$ cat src/rtl/reset_seq.sv
`default_nettype none
// ============================================================================
//  Module   : reset_seq
//  Brief    : Single-clock reset sequencer. Holds all downstream domains in
//             reset for a power-on delay, then releases NUM_DOMAINS active-low
//             resets one at a time in index order with a fixed stagger.
//             Re-runs the sequence on a filtered push-button, a software
//             pulse, or an optional periodic auto-reset.
//  Revision : 1.0 - initial release
// ============================================================================
module reset_seq #(
    parameter int NUM_DOMAINS    = 4,
    parameter int POR_CYCLES     = 700000,
    parameter int STAGGER_CYCLES = 1000,
    parameter int HOLD_CYCLES    = 100,
    parameter int FILTER_CYCLES  = 100,
    parameter int AUTO_PERIOD    = 0,
    parameter int CNT_W          = 32
) (
    input  logic                   clk_100,
    input  logic                   rst_n,
    input  logic                   ext_rst_n,
    input  logic                   soft_rst,
    output logic [NUM_DOMAINS-1:0] rst_out_n,
    output logic                   seq_done,
    output logic [1:0]             state,
    output logic [7:0]             trig_cnt
);

    // ------------------------------------------------------------------------
    // Constants
    // ------------------------------------------------------------------------
    localparam logic [1:0] c_ST_POR  = 2'd0;
    localparam logic [1:0] c_ST_HOLD = 2'd1;
    localparam logic [1:0] c_ST_REL  = 2'd2;
    localparam logic [1:0] c_ST_RUN  = 2'd3;

    localparam int c_IDX_W = (NUM_DOMAINS > 1) ? $clog2(NUM_DOMAINS) : 1;

    localparam logic [CNT_W-1:0]   c_CNT_ONE    = CNT_W'(1);
    localparam logic [CNT_W-1:0]   c_POR_LAST   = CNT_W'(POR_CYCLES - 1);
    localparam logic [CNT_W-1:0]   c_STAG_LAST  = CNT_W'(STAGGER_CYCLES - 1);
    localparam logic [CNT_W-1:0]   c_HOLD_LAST  = CNT_W'(HOLD_CYCLES - 1);
    localparam logic [CNT_W-1:0]   c_FLT_MAX    = CNT_W'(FILTER_CYCLES);
    localparam logic [CNT_W-1:0]   c_FLT_PRE    = CNT_W'(FILTER_CYCLES - 1);
    localparam logic [c_IDX_W-1:0] c_IDX_ONE    = c_IDX_W'(1);
    localparam logic [c_IDX_W-1:0] c_IDX_LAST   = c_IDX_W'(NUM_DOMAINS - 1);
    localparam logic [7:0]         c_TRIG_SAT   = 8'hFF;

    // ------------------------------------------------------------------------
    // Registers
    // ------------------------------------------------------------------------
    logic [1:0]             r_state;
    logic [CNT_W-1:0]       r_cnt;
    logic [c_IDX_W-1:0]     r_idx;
    logic [NUM_DOMAINS-1:0] r_rst_out;
    logic                   r_seq_done;
    logic [7:0]             r_trig_cnt;

    // Push-button synchroniser and debounce filter
    logic                   r_ext_meta;
    logic                   r_ext_sync;
    logic [CNT_W-1:0]       r_flt_cnt;
    logic                   r_flt_fire;

    // ------------------------------------------------------------------------
    // Combinational signals
    // ------------------------------------------------------------------------
    logic                   w_flt_active;
    logic                   w_auto_hit;
    logic                   w_trig;
    logic                   w_release;
    logic [1:0]             w_state_nxt;
    logic [CNT_W-1:0]       w_cnt_nxt;
    logic [c_IDX_W-1:0]     w_idx_nxt;
    logic [NUM_DOMAINS-1:0] w_rel_mask;
    logic [NUM_DOMAINS-1:0] w_rst_out_nxt;
    logic                   w_seq_done_nxt;
    logic [7:0]             w_trig_cnt_nxt;

    // ------------------------------------------------------------------------
    // Button path: 2-flop synchroniser, then a consecutive-low counter that
    // saturates at FILTER_CYCLES. r_flt_fire pulses for exactly one cycle on
    // the edge the counter reaches saturation, so a held button yields a
    // single trigger until the synchronised input goes high again.
    // ------------------------------------------------------------------------
    // Synchronise ext_rst_n and debounce it into a one-shot trigger pulse
    always_ff @(posedge clk_100) begin
        if (!rst_n) begin
            r_ext_meta <= 1'b1;
            r_ext_sync <= 1'b1;
            r_flt_cnt  <= '0;
            r_flt_fire <= 1'b0;
        end else begin
            r_ext_meta <= ext_rst_n;
            r_ext_sync <= r_ext_meta;
            if (r_ext_sync) begin
                r_flt_cnt  <= '0;
                r_flt_fire <= 1'b0;
            end else if (r_flt_cnt != c_FLT_MAX) begin
                r_flt_cnt  <= r_flt_cnt + c_CNT_ONE;
                r_flt_fire <= (r_flt_cnt == c_FLT_PRE);
            end else begin
                r_flt_fire <= 1'b0;
            end
        end
    end

    // Level view of the filter: high for as long as the button is held
    assign w_flt_active = (r_flt_cnt == c_FLT_MAX);

    // ------------------------------------------------------------------------
    // Optional periodic self-trigger, counting cycles spent in RUN
    // ------------------------------------------------------------------------
    generate
        if (AUTO_PERIOD > 0) begin : g_auto
            localparam logic [CNT_W-1:0] c_AUTO_LAST = CNT_W'(AUTO_PERIOD - 1);

            logic [CNT_W-1:0] r_auto_cnt;

            // Count RUN cycles; any trigger or leaving RUN restarts the period
            always_ff @(posedge clk_100) begin
                if (!rst_n || w_trig || (r_state != c_ST_RUN)) begin
                    r_auto_cnt <= '0;
                end else begin
                    r_auto_cnt <= r_auto_cnt + c_CNT_ONE;
                end
            end

            assign w_auto_hit = (r_state == c_ST_RUN) && (r_auto_cnt == c_AUTO_LAST);
        end else begin : g_no_auto
            assign w_auto_hit = 1'b0;
        end
    endgenerate

    // Simultaneous sources merge into a single trigger; POR ignores them all
    assign w_trig = (soft_rst | r_flt_fire | w_auto_hit) && (r_state != c_ST_POR);

    // ------------------------------------------------------------------------
    // FSM state register together with all registered outputs
    // ------------------------------------------------------------------------
    // Commit next-state, counters and output registers
    always_ff @(posedge clk_100) begin
        if (!rst_n) begin
            r_state    <= c_ST_POR;
            r_cnt      <= '0;
            r_idx      <= '0;
            r_rst_out  <= '0;
            r_seq_done <= 1'b0;
            r_trig_cnt <= 8'd0;
        end else begin
            r_state    <= w_state_nxt;
            r_cnt      <= w_cnt_nxt;
            r_idx      <= w_idx_nxt;
            r_rst_out  <= w_rst_out_nxt;
            r_seq_done <= w_seq_done_nxt;
            r_trig_cnt <= w_trig_cnt_nxt;
        end
    end

    // ------------------------------------------------------------------------
    // Next-state logic. A trigger overrides everything outside POR and forces
    // HOLD with fresh counters, which also covers abort-during-release and
    // restart-during-hold. In HOLD the counter freezes while the button is
    // held, so a stuck button keeps every domain in reset.
    // ------------------------------------------------------------------------
    // Compute next state, phase counter and domain index
    always_comb begin
        w_state_nxt = r_state;
        w_cnt_nxt   = r_cnt;
        w_idx_nxt   = r_idx;
        w_release   = 1'b0;

        if (w_trig) begin
            w_state_nxt = c_ST_HOLD;
            w_cnt_nxt   = '0;
            w_idx_nxt   = '0;
        end else begin
            case (r_state)
                c_ST_POR: begin
                    if (r_cnt == c_POR_LAST) begin
                        w_state_nxt = c_ST_REL;
                        w_cnt_nxt   = '0;
                        w_idx_nxt   = '0;
                    end else begin
                        w_cnt_nxt   = r_cnt + c_CNT_ONE;
                    end
                end

                c_ST_HOLD: begin
                    if (!w_flt_active) begin
                        if (r_cnt == c_HOLD_LAST) begin
                            w_state_nxt = c_ST_REL;
                            w_cnt_nxt   = '0;
                            w_idx_nxt   = '0;
                        end else begin
                            w_cnt_nxt   = r_cnt + c_CNT_ONE;
                        end
                    end
                end

                c_ST_REL: begin
                    if (r_cnt == c_STAG_LAST) begin
                        w_cnt_nxt = '0;
                        w_release = 1'b1;
                        if (r_idx == c_IDX_LAST) begin
                            w_state_nxt = c_ST_RUN;
                            w_idx_nxt   = '0;
                        end else begin
                            w_idx_nxt   = r_idx + c_IDX_ONE;
                        end
                    end else begin
                        w_cnt_nxt = r_cnt + c_CNT_ONE;
                    end
                end

                c_ST_RUN: begin
                    w_cnt_nxt = '0;
                end

                default: begin
                    w_state_nxt = c_ST_POR;
                    w_cnt_nxt   = '0;
                    w_idx_nxt   = '0;
                end
            endcase
        end
    end

    // One-hot mask of the domain selected for release at this stagger point
    always_comb begin
        w_rel_mask = '0;
        for (int k = 0; k < NUM_DOMAINS; k++) begin
            w_rel_mask[k] = (r_idx == c_IDX_W'(k));
        end
    end

    // ------------------------------------------------------------------------
    // Output logic: next values of the registered outputs
    // ------------------------------------------------------------------------
    // Re-assert all domains on a trigger, otherwise release one per stagger
    always_comb begin
        w_rst_out_nxt  = r_rst_out;
        w_seq_done_nxt = r_seq_done;
        w_trig_cnt_nxt = r_trig_cnt;

        if (w_trig) begin
            w_rst_out_nxt  = '0;
            w_seq_done_nxt = 1'b0;
            if (r_trig_cnt != c_TRIG_SAT) begin
                w_trig_cnt_nxt = r_trig_cnt + 8'd1;
            end
        end else if (w_release) begin
            w_rst_out_nxt = r_rst_out | w_rel_mask;
            if (w_state_nxt == c_ST_RUN) begin
                w_seq_done_nxt = 1'b1;
            end
        end
    end

    assign rst_out_n = r_rst_out;
    assign seq_done  = r_seq_done;
    assign state     = r_state;
    assign trig_cnt  = r_trig_cnt;

endmodule
`default_nettype wire

$ cat config.mk
export PLATFORM = sky130hd
export DESIGN_NAME = reset_seq
export DESIGN_NICKNAME = d
export VERILOG_FILES = /design/src/rtl/reset_seq.sv
export SDC_FILE = /design/constraint.sdc
export NUM_CORES = 1
export LEC_CHECK = 0
export BUFFER_PORTS_ARGS = -buffer_cell sky130_fd_sc_hd__buf_2
export CORE_MARGIN = 4
export CORE_UTILIZATION = 50
export DETAILED_ROUTE_END_ITERATION = 16
export GPL_TIMING_DRIVEN = 1
export MAX_ROUTING_LAYER = met4
export PLACE_DENSITY_LB_ADDON = 0.12
export SETUP_SLACK_MARGIN = 0.1
export SLEW_MARGIN = 40
export SYNTH_ARGS = -nofsm -noshare
export SYNTH_HDL_FRONTEND = slang
export SYNTH_SLANG_ARGS = --single-unit
$ cat constraint.sdc
create_clock -name clk_100 -period 3 [get_ports clk_100]
set_input_delay 0.3 -clock clk_100 [delete_from_list [all_inputs] [get_ports clk_100]]
set_output_delay 0.3 -clock clk_100 [all_outputs]
set_load 0.02 [all_outputs]
==> metrics.md, run 1 <==
| Metric | Value |
|---|---|
| Slowest stage delay, CP | around 410 ps |
| Die Height | 102 um |
| Hold Crit Depth | 2 |
| PwrDens | 434 nW/um^2 |
| WL met2 | ~4400 um |
| Arrival @ worst endpoint | 2490 ps |
| Synth cell types | 54 |
| Initial antenna violation count | 0 |
| Tot Pwr | approximately 0.0020 W |
| Skew final | 9.70 ps |
| DRC | 0 |
| Clock Pin Slew Worst Setup and Hold Paths | 90 ps |
| CTS tree | yes |
| Most common cell after layout, fill and taps aside | dfxtp_1 |
| Die Width | ~100 um |
| Setup TNS | 0 ps |
| Final worst setup slack | 735 ps |
| Worst hold-check path type | in2reg |
| P&R area growth vs syn | 7.42% |
| Synth Register Bits | 84 |
| First-pass GRT wire length | between 15,000 and 20,000 um |
| Vias in the first global route | about 3,700 |
| Final hold vios | 0 |
| Pre-CTS WS | approximately 800 ps |
| Io pins | 19 |
| CP Cell Sequence | nor4_1 > nand4_1 > nor3_2 > or3_1 > buf_4 > a22oi_1 |
| Seq/Total Area, Yosys | a little under two fifths |
| Largest net degree at the start of global routing | 55 |
| WL/cell | ~16 um |
| Site Rows | 33 |
| Port bufs | 18 |
| Total Wirelength | a little over 10,000 um |
| CP Launch Type | register |
| TritonCTS buffer count | 9 |
| CP Buf/Inv Count | 1 |
| Max transition margin | 56.3% |
| CTS H-Tree Depth | 3 |
| Vias | ~3,900 |
| Most frequent cells in the layout | dfxtp_1, nor2_1, nand2_1, nand4_1, or3_1 |
| Mapped Area | between 4000 and 5000 um^2 |
| Share of layout cells above drive strength 1 | under 10% |
| Net count, final | 540 |
| Worst skew pair latency | around 360 ps |
| Worst reg2reg startpoint | r_cnt[27] |
| Fin crit share | between 70 and 80% |
| Clock Path Buffers | 2 |
| Required @ worst endpoint | 3230 ps |
| GRT Overall Usage | between 20% and 30% |
| Number of synthesized flops with an enable pin | 0 |
| Synth Net Count | ~540 |
| Ys async rst share | 0% |
| GR Overflow Total | 0 |
| Critical path class | reg2reg |
| DIE AREA | about 10,000 um^2 |
| Cell count after synthesis | roughly 520 |
| Setup crit end kind | register |
| Gate family responsible for the most delay along the worst path | simple AND/OR/NAND/NOR gates |
| Core box area | between 8000 and 9000 um^2 |
| Min cycle time layout | 2270 ps |
| M1 WL | around 5000 um |
| Slowest stage cell, crit path | nor4_1 |
| Peak VDD IR | between 200 and 250 uV |
| FILL cells | 800 |
| Setup-failing EPs final | 0 |
| Postcts setup bufs | 0 |
| Root Driver | clkbuf_8 |
| Met3 WL post-DR | 467 um |
| Iteration-0 DRC Markers | about 240 |
| Yosys warns | 0 |
| Number of max-cap violations | 0 |
| Final Max Slew Viols | 0 |
| DP HPWL | ~7000 um |
| Hold-fix buffers, CTS | 0 |
| Lkg Pwr | between 1 and 1.5 nW |
| Vias per cell | between 6 and 7 |
| R2r setup slk | around 730 ps |
| Max Clock Freq | about 440 MHz |
| Detailed Routing Iterations Pass 1 | 5 |
| Antenna viol nets, final | 0 |
| Hold Startpoint | ext_rst_n |
| Status | finished clean |
| Fin Hold WS | approximately 120 ps |
| WHS Endpoint | r_ext_meta |
| Clock Sinks | 84 |
| Post-cts resize count | 0 |
| Worst R2R Path Depth | 6 |
| RSZ-0062 raised after global routing | false |
| Starting density of the core | between 50% and 60% |
| Mapped Avg Cell Area | 8.37 um^2 |
| DR top layer | met4 |
| Diode count | 0 |
| Crit-path max FO | 32 |
| GPL Wtd Cong | between 0.9 and 1 |
| RR Endpoint | r_cnt[8] |
| Most used DFF post-synth | dfxtp_1 |
| Slew @ Worst Pin | ~650 ps |
## flip-flops by register name, indices dropped and copies added, names as in the netlist
name        cells
r_cnt          32
rst_out_n       4
r_ext_sync      1
r_flt_fire      1
r_flt_cnt      32
r_idx           2
r_ext_meta      1
trig_cnt        8
seq_done        1
state           2
## cell families (layout without fill, tap and decap cells)
| family | after synthesis | count (layout) | share of synthesized area [%] |
|---|---|---|---|
| mux | 4 | 4 | 0.941 |
| flops | 84 | 84 | 38.3 |
| buf+inv | 47 | 55 | 5.11 |
| simple gates | 249 | 249 | 32.2 |
| compound gates | 104 | 104 | 15.5 |
| fa+ha+maj | 8 | 8 | 2.28 |
| xor+xnor | 28 | 28 | 5.59 |
## where the power goes
group	total [W]	internal [W]	switching, W
clock	0.000883	0.000465	0.000418
combinational	0.0000362	0.0000120	0.0000243
sequential	0.00112	0.00112	0.00000551
total	0.00204	0.00160	0.000448
## through the flow
step	instances	instance area [um^2]	util, %
6_report	637	4710	56.2
3_3_place_gp	622	4500	53.7
4_1_cts	637	4710	56.2
5_1_grt	637	4710	56.2
2_1_floorplan	524	4390	-
3_5_place_dp	622	4500	53.7
## how the worst max path moves through the flow
| stage | from | endpoint | slack [ps] | depth (start not counted) |
|---|---|---|---|---|
| global route | r_cnt[3] | r_cnt[3] | 520 | 6 |
| finish | r_cnt[27] | r_cnt[8] | 730 | 6 |
| floorplan | r_flt_cnt[0] | r_cnt[29] | 850 | 10 |
| global placement | r_cnt[27] | r_cnt[22] | 770 | 6 |
| CTS | r_flt_cnt[0] | r_cnt[14] | 770 | 8 |
| detailed placement | r_cnt[27] | r_cnt[16] | 800 | 6 |
## cell usage after synthesis, types with 2 or more instances
cell type | count | area [um^2]
dfxtp_1 | 84 | 1680
nor2_1 | 43 | 161
nand2_1 | 31 | 116
nand4_1 | 27 | 169
or3_1 | 26 | 163
a22oi_1 | 25 | 188
nand3_1 | 25 | 125
o21ai_0 | 24 | 120
a21oi_1 | 23 | 115
or4_1 | 18 | 135
nor4_1 | 17 | 106
clkbuf_1 | 16 | 60.1
inv_1 | 16 | 60.1
o31ai_1 | 16 | 120
xnor2_1 | 16 | 140
nor3_1 | 12 | 60.1
xor2_1 | 12 | 105
and3_1 | 11 | 68.8
and4_1 | 8 | 70.1
buf_2 | 8 | 40.0
ha_1 | 8 | 100
nand2b_1 | 5 | 31.3
a311oi_1 | 4 | 35.0
buf_6 | 4 | 45.0
nand4b_1 | 4 | 35.0
nor4b_1 | 4 | 35.0
and2_0 | 3 | 18.8
and2_1 | 3 | 18.8
mux2i_1 | 3 | 30.0
buf_4 | 2 | 15.0
nor2b_1 | 2 | 12.5
or2_2 | 2 | 12.5
## routing by layer
layer  up-vias  GRT usage (%)
li1       1971              -
met1      1850           29.8
met2        93           31.6
met3        14           3.03
met4         0           7.67
met5         -              -
## layout make-up
type | instances | area, um^2 | area share (%)
timing repair buffer | 23 | 140 | 2.97
clock buffer | 9 | 124 | 2.63
clock inverter | 6 | 90.1 | 1.91
tap | 105 | 131 | 2.79
sequential | 84 | 1680 | 35.7
inverter | 17 | 63.8 | 1.35
multi-input combinational | 393 | 2480 | 52.7
No activity file was read; power rests on OpenSTA's default activity.
==> run 2, diff against run 1 <==
- clock period: 3 -> 1.85 ns (I/O delays scaled with it)
==> run 2 against run 1 <==
Against the previous run:
- the run now ends with setup timing left
- clock skew increased by 2.6 ps
- setup slack got worse by 990 ps
- global-route usage up 4.5 points
- critical endpoint is now r_cnt[6]
- via count grew 22%
- critical path depth is 2 higher
- flip-flop and latch count unchanged
- register-to-register slack worse by 990 ps
- routed wire length grew 35%
- maximum frequency is 7.4% higher
- sequential power grew 63%
- clock power grew 76%
- largest power group unchanged
==> metrics.md, run 2 (synthesis gave the netlist of run 1 again) <==
| Metric | Value |
|---|---|
| Number of max-cap violations | 0 (unchanged) |
| Critical Path Sink | r_cnt[6] |
| Worst reg2reg startpoint | r_cnt[12] |
| Slowest stage cell, crit path | dfxtp_4 |
| Clock Path Buffers | 2 (unchanged) |
| Initial antenna violation count | 0 (unchanged) |
| Skew final | 12.3 ps (+2.58 ps) |
| Critical path class | reg2reg |
| TritonCTS buffer count | 9 (unchanged) |
| Setup TNS | -7980 ps (-7980 ps) |
| Max Clock Freq | 474 MHz (+7.4%) |
| Crit path from | r_cnt[12] |
| CP Launch Type | register |
| Worst R2R Path Depth | 8 (+2) |
| Hold Crit Depth | 2 (unchanged) |
| Starting density of the core | 52.3% (unchanged) |
| PwrDens | 559 nW/um^2 (+29%) |
| Root Driver | clkbuf_8 |
| Vias in the first global route | 4,425 (+20%) |
| Crit-path max FO | 8 (-75%) |
| Port bufs | 18 (unchanged) |
| Detailed Routing Iterations Pass 1 | 8 (+3) |
| Final hold vios | 0 (unchanged) |
| Site Rows | 33 (unchanged) |
| Max transition margin | 71.8% (+15 points) |
| Tot Pwr | 0.00350 W (+71%) |
| WL/cell | 17.6 um (+12%) |
| Setup crit end kind | register |
| Vias per cell | 6.24 (+1.1%) |
| DP HPWL | 8270 um (+18%) |
| Min cycle time layout | 2110 ps (-157 ps) |
| CTS tree | yes |
| First-pass GRT wire length | 21,100 um (+20%) |
| DIE AREA | 10,300 um^2 (unchanged) |
| Worst hold-check path type | in2reg |
| Antenna viol nets, final | 0 (unchanged) |
| RR Endpoint | r_cnt[6] |
| Iteration-0 DRC Markers | 260 (+7.4%) |
| Io pins | 19 (unchanged) |
| Final Max Slew Viols | 0 (unchanged) |
| Required @ worst endpoint | 2090 ps (-1140 ps) |
| Status | finished with violations |
| Lkg Pwr | 2.30 nW (+55%) |
| Total Wirelength | 13,600 um (+35%) |
| Multi-input logic area | 2870 um^2 (+15%) |
| Die Height | 102 um (unchanged) |
| DRC | 0 (unchanged) |
| Util after Layout | 74.6% (+18 points) |
| Fin crit share | 114% (+38 points) |
| Die Width | 102 um (unchanged) |
| Worst skew pair latency | 370 ps (about the same) |
| Arrival @ worst endpoint | 2350 ps (-140 ps) |
| CP Cell Sequence | nor4_4 > nand4_1 > buf_4 > a211o_1 > o211ai_4 > buf_6 > clkbuf_16 > a22oi_2 |
| GR Overflow Total | 0 (unchanged) |
| Fin Hold WS | 11.7 ps (-112 ps) |
| Setup-failing EPs final | 35 (+35) |
| GPL Wtd Cong | 0.871 (-4.7%) |
| Total area of sequential cells | 1710 um^2 (+1.6%) |
| Failing checks | setup timing |
| Share of layout cells above drive strength 1 | 38.7% (+30 points) |
| CP Buf/Inv Count | 3 (+2) |
| Core box area | 8380 um^2 (unchanged) |
| Crit path depth | 8 (+2) |
| Largest net degree at the start of global routing | 28 (-49%) |
| FILL cells | 608 (-24%) |
| Gate family responsible for the most delay along the worst path | compound AO/OA/AOI/OAI gates |
| Clock Pin Slew Worst Setup and Hold Paths | 90 ps (about the same) |
| Placed cell areas | 5410 um^2 (+20%) |
| Net count, final | 671 (+24%) |
| P&R area growth vs syn | 42.5% |
| Peak VDD IR | 460 uV (+94%) |
| RSZ-0062 raised after global routing | true |
| Finished Cell Area | 6250 um^2 (+33%) |
| Final worst setup slack | -258 ps (-993 ps) |
| Clock Sinks | 84 (unchanged) |
| GRT Overall Usage | 25.9% (+4.5 points) |
| Most common cell after layout, fill and taps aside | buf_4 |
| Diode count | 0 (unchanged) |
| Hold-fix buffers, CTS | 0 (unchanged) |
| Vias | 4,795 (+22%) |
| Slowest stage delay, CP | 370 ps (-40 ps) |
| Most frequent cells in the layout | buf_4, dfxtp_1, nor2_1, nand2_1, nand4_1 |
| R2r setup slk | -260 ps (-990 ps) |
| CTS H-Tree Depth | 3 (unchanged) |
| Slew @ Worst Pin | 422 ps (-224 ps) |
[run 2: routing by layer]
layer | vias up | routed length (um) | GRT usage (%)
li1 | 2242 | - | -
met1 | 2323 | 5710 | 32.2
met2 | 193 | 6760 | 42.9
met3 | 37 | 781 | 4.20
met4 | 0 | 316 | 8.79
met5 | - | 0 | -
[run 2: repair_timing]
item | in CTS | in global routing
cloned | 4 | 1
endpoints found under the hold margin | 0 | 0
resized for setup | 44 | 49
pin swaps | 8 | 15
buffers inserted | 6 | 9
setup endpoints to repair | 53 | 62
[run 2: per-stage QoR]
step / cells / setup slack (ps)
5_1_grt: 769 / -308
3_5_place_dp: 734 / -252
4_1_cts: 760 / -181
3_3_place_gp: 734 / -157
2_1_floorplan: 524 / -176
6_report: 769 / -258
[run 2: power breakdown]
group,internal [W],leakage (nW),switching (W)
clock network,0.000840,0.120,0.000713
logic,0.0000583,1.49,0.0000661
registers,0.00181,0.687,0.00000585
[run 2: area by class of cell]
class                      count  share of cell area, %
sequential                    84                   27.3
clock inverter                 5                   1.32
multi-input combinational    394                   45.8
tap                          105                   2.10
timing repair buffer         153                   20.0
inverter                      17                   1.02
clock buffer                  11                   2.42
[run 2: worst register-to-register path: stages, from the launching register on]
cell	delay, ps
dfxtp_4	370
nor4_4	290
nand4_1	210
buf_4	200
a211o_1	270
o211ai_4	250
buf_6	160
clkbuf_16	160
a22oi_2	70
[run 2: worst min-delay path by stage]
| stage | start | endpoint | slack, ps |
|---|---|---|---|
| finish | ext_rst_n | r_ext_meta | 10 |
| global route | ext_rst_n | r_ext_meta | 40 |
| CTS | ext_rst_n | r_ext_meta | 2 |
| detailed placement | ext_rst_n | r_ext_meta | 380 |
| global placement | ext_rst_n | r_ext_meta | 370 |
| floorplan | rst_n | r_ext_meta | 260 |
==> run 3, diff against run 2 <==
- GPL_TIMING_DRIVEN: 1 -> 0
- SKIP_CTS_REPAIR_TIMING: unset -> 1
==> run 3 against run 2 <==
Against the previous run:
- the flow still finishes with violations (setup timing)
- register-to-register slack lost 20 ps
- power shrank 0.17%
- clock-buffer cell count shrank 1
- cell count shrank 10%
- critical path depth shrank 1
- flip-flop and latch count is the same
- clock power grew 3%
- clock skew shrank 0.97 ps
- routed wire length shrank 11%
- via count shrank 9.8%
==> metrics.md, run 3 (synthesis gave the netlist of run 1 again) <==
| Metric | Value |
|---|---|
| Met2 track demand over resource | 33.1% (-9.7 points) |
| Die Height | 102 um (unchanged) |
| Starting density of the core | 52.3% (unchanged) |
| Vias per cell | 6.25 (+0.28%) |
| Site Rows | 33 (unchanged) |
| DRC | 0 (unchanged) |
| TritonCTS buffer count | 9 (unchanged) |
| Io pins | 19 (unchanged) |
| Final Max Slew Viols | 0 (unchanged) |
| Tot Pwr | 0.00349 W (-0.17%) |
| Initial antenna violation count | 0 (unchanged) |
| Clock Sinks | 84 (unchanged) |
| Met1 Usage GRT | 29.5% (-2.7 points) |
| Final worst setup slack | -282 ps (-23.4 ps) |
| GRT Overall Usage | 22.0% (-3.9 points) |
| PwrDens | 602 nW/um^2 (+7.7%) |
| Die Width | 102 um (unchanged) |
| CP Launch Type | register |
| Slew @ Worst Pin | 570 ps (+148 ps) |
| Status | finished with violations |
| P&R area growth vs syn | 32.1% |
| Port bufs | 18 (unchanged) |
| Setup TNS | -8330 ps (-348 ps) |
| Clock Path Buffers | 2 (unchanged) |
| CTS H-Tree Depth | 3 (unchanged) |
| Max Clock Freq | 469 MHz (-1.1%) |
| Antenna viol nets, final | 0 (unchanged) |
| Finished Cell Area | 5790 um^2 (-7.3%) |
| Pre-CTS WS | -612 ps (-360 ps) |
| Max transition margin | 62.0% (-9.8 points) |
| Vias | 4,327 (-9.8%) |
| Detailed Routing Iterations Pass 1 | 5 (-3) |
| Fin crit share | 115% (+1.3 points) |
| WL/cell | 17.3 um (-1.6%) |
| Largest net degree at the start of global routing | 15 (-46%) |
| Failing checks | setup timing |
| Setup crit end kind | register |
| Final hold vios | 0 (unchanged) |
| Arrival @ worst endpoint | 2360 ps (about the same) |
| Min cycle time layout | 2130 ps (+23.4 ps) |
| CTS tree | yes |
| DIE AREA | 10,300 um^2 (unchanged) |
| DP HPWL | 7560 um (-8.5%) |
| Net count, final | 594 (-11%) |
| Placed cell areas | 4690 um^2 (-13%) |
| Crit-path max FO | 10 (+2) |
| First-pass GRT wire length | 17,900 um (-15%) |
| Vias in the first global route | 3,746 (-15%) |
| Setup-failing EPs final | 36 (+2.9%) |
| RSZ-0062 raised after global routing | true |
| Required @ worst endpoint | 2080 ps (about the same) |
| Met3 Track Usage GR | 4.96% (+0.76 points) |
| Most common cell after layout, fill and taps aside | dfxtp_1 |
| Critical path class | reg2reg |
| Root Driver | clkbuf_8 |
| Clock Pin Slew Worst Setup and Hold Paths | 90 ps (about the same) |
| Hold Crit Depth | 2 (unchanged) |
| Worst skew pair latency | 350 ps (-20 ps) |
| Worst hold-check path type | in2reg |
| GPL Wtd Cong | 0.883 (+1.3%) |
| Share of layout cells above drive strength 1 | 35.6% (-3.1 points) |
| Skew final | 11.3 ps (-0.972 ps) |
| Diode count | 0 (unchanged) |
| GR Overflow Total | 0 (unchanged) |
| Iteration-0 DRC Markers | 309 (+19%) |
| Most frequent cells in the layout | dfxtp_1, nor2_1, nand2_1, nand4_1, dfxtp_2 |
| Worst R2R Path Depth | 7 (-1) |
| Core box area | 8380 um^2 (unchanged) |
| Total Wirelength | 12,000 um (-11%) |
| Fin Hold WS | 10.8 ps (-0.966 ps) |
| GR peak layer | met2 |
| Peak VDD IR | 408 uV (-11%) |
| Lkg Pwr | 1.92 nW (-16%) |
| Number of max-cap violations | 0 (unchanged) |
==> run 3: cell types whose count changed in the layout (fill, tap and decap cells not counted), sizes merged <==
cell | previous run | this run
clkinv | 3 | 4
buf | 152 | 62
and3 | 12 | 11
bufinv | 2 | 3
inv | 17 | 16
clkbuf | 12 | 25
==> run 3: per-stage QoR <==
stage | instances | utilization (%)
after floorplan | 524 | -
after global placement | 647 | 55.9
after detailed placement | 647 | 55.9
after CTS | 663 | 58.8
after global routing | 692 | 69.1
final | 692 | 69.1
==> run 3: layout make-up <==
class / instances / area (um^2)
repair buffers: 49 / 372
clock inverters: 6 / 113
flip-flops and latches: 84 / 1770
multi-input cells: 393 / 2970
fillers: 641 / 2590
well taps: 105 / 131
clock buffers: 10 / 128
inverters: 17 / 66.3
plain buffers: 28 / 253
==> run 3: final timing paths <==
check / start / endpoint / slack (ps)
max: r_cnt[6] / r_cnt[28] / -280
min: ext_rst_n / r_ext_meta / 10
max reg2reg: r_cnt[6] / r_cnt[28] / -280
min reg2reg: r_ext_meta / r_ext_sync / 430
==> run 3: critical path: stages, from the launching register on <==
cell      delay, ps
dfxtp_2         400
or3b_1          410
nand4b_1        250
a211o_4         340
o211ai_4        240
buf_6           150
buf_8           130
a22oi_1          80
==> run 3: power breakdown <==
| part | internal (W) | switching [W] |
|---|---|---|
| clock network | 0.000900 | 0.000690 |
| registers | 0.00179 | 0.0000104 |
| logic | 0.0000433 | 0.0000514 |
==> run 3: layer usage <==
metal  wire, um  share of wire (%)
met1       5340                 44
met2       5830                 49
met3        684                5.7
met4        150                1.2
met5          0                  0
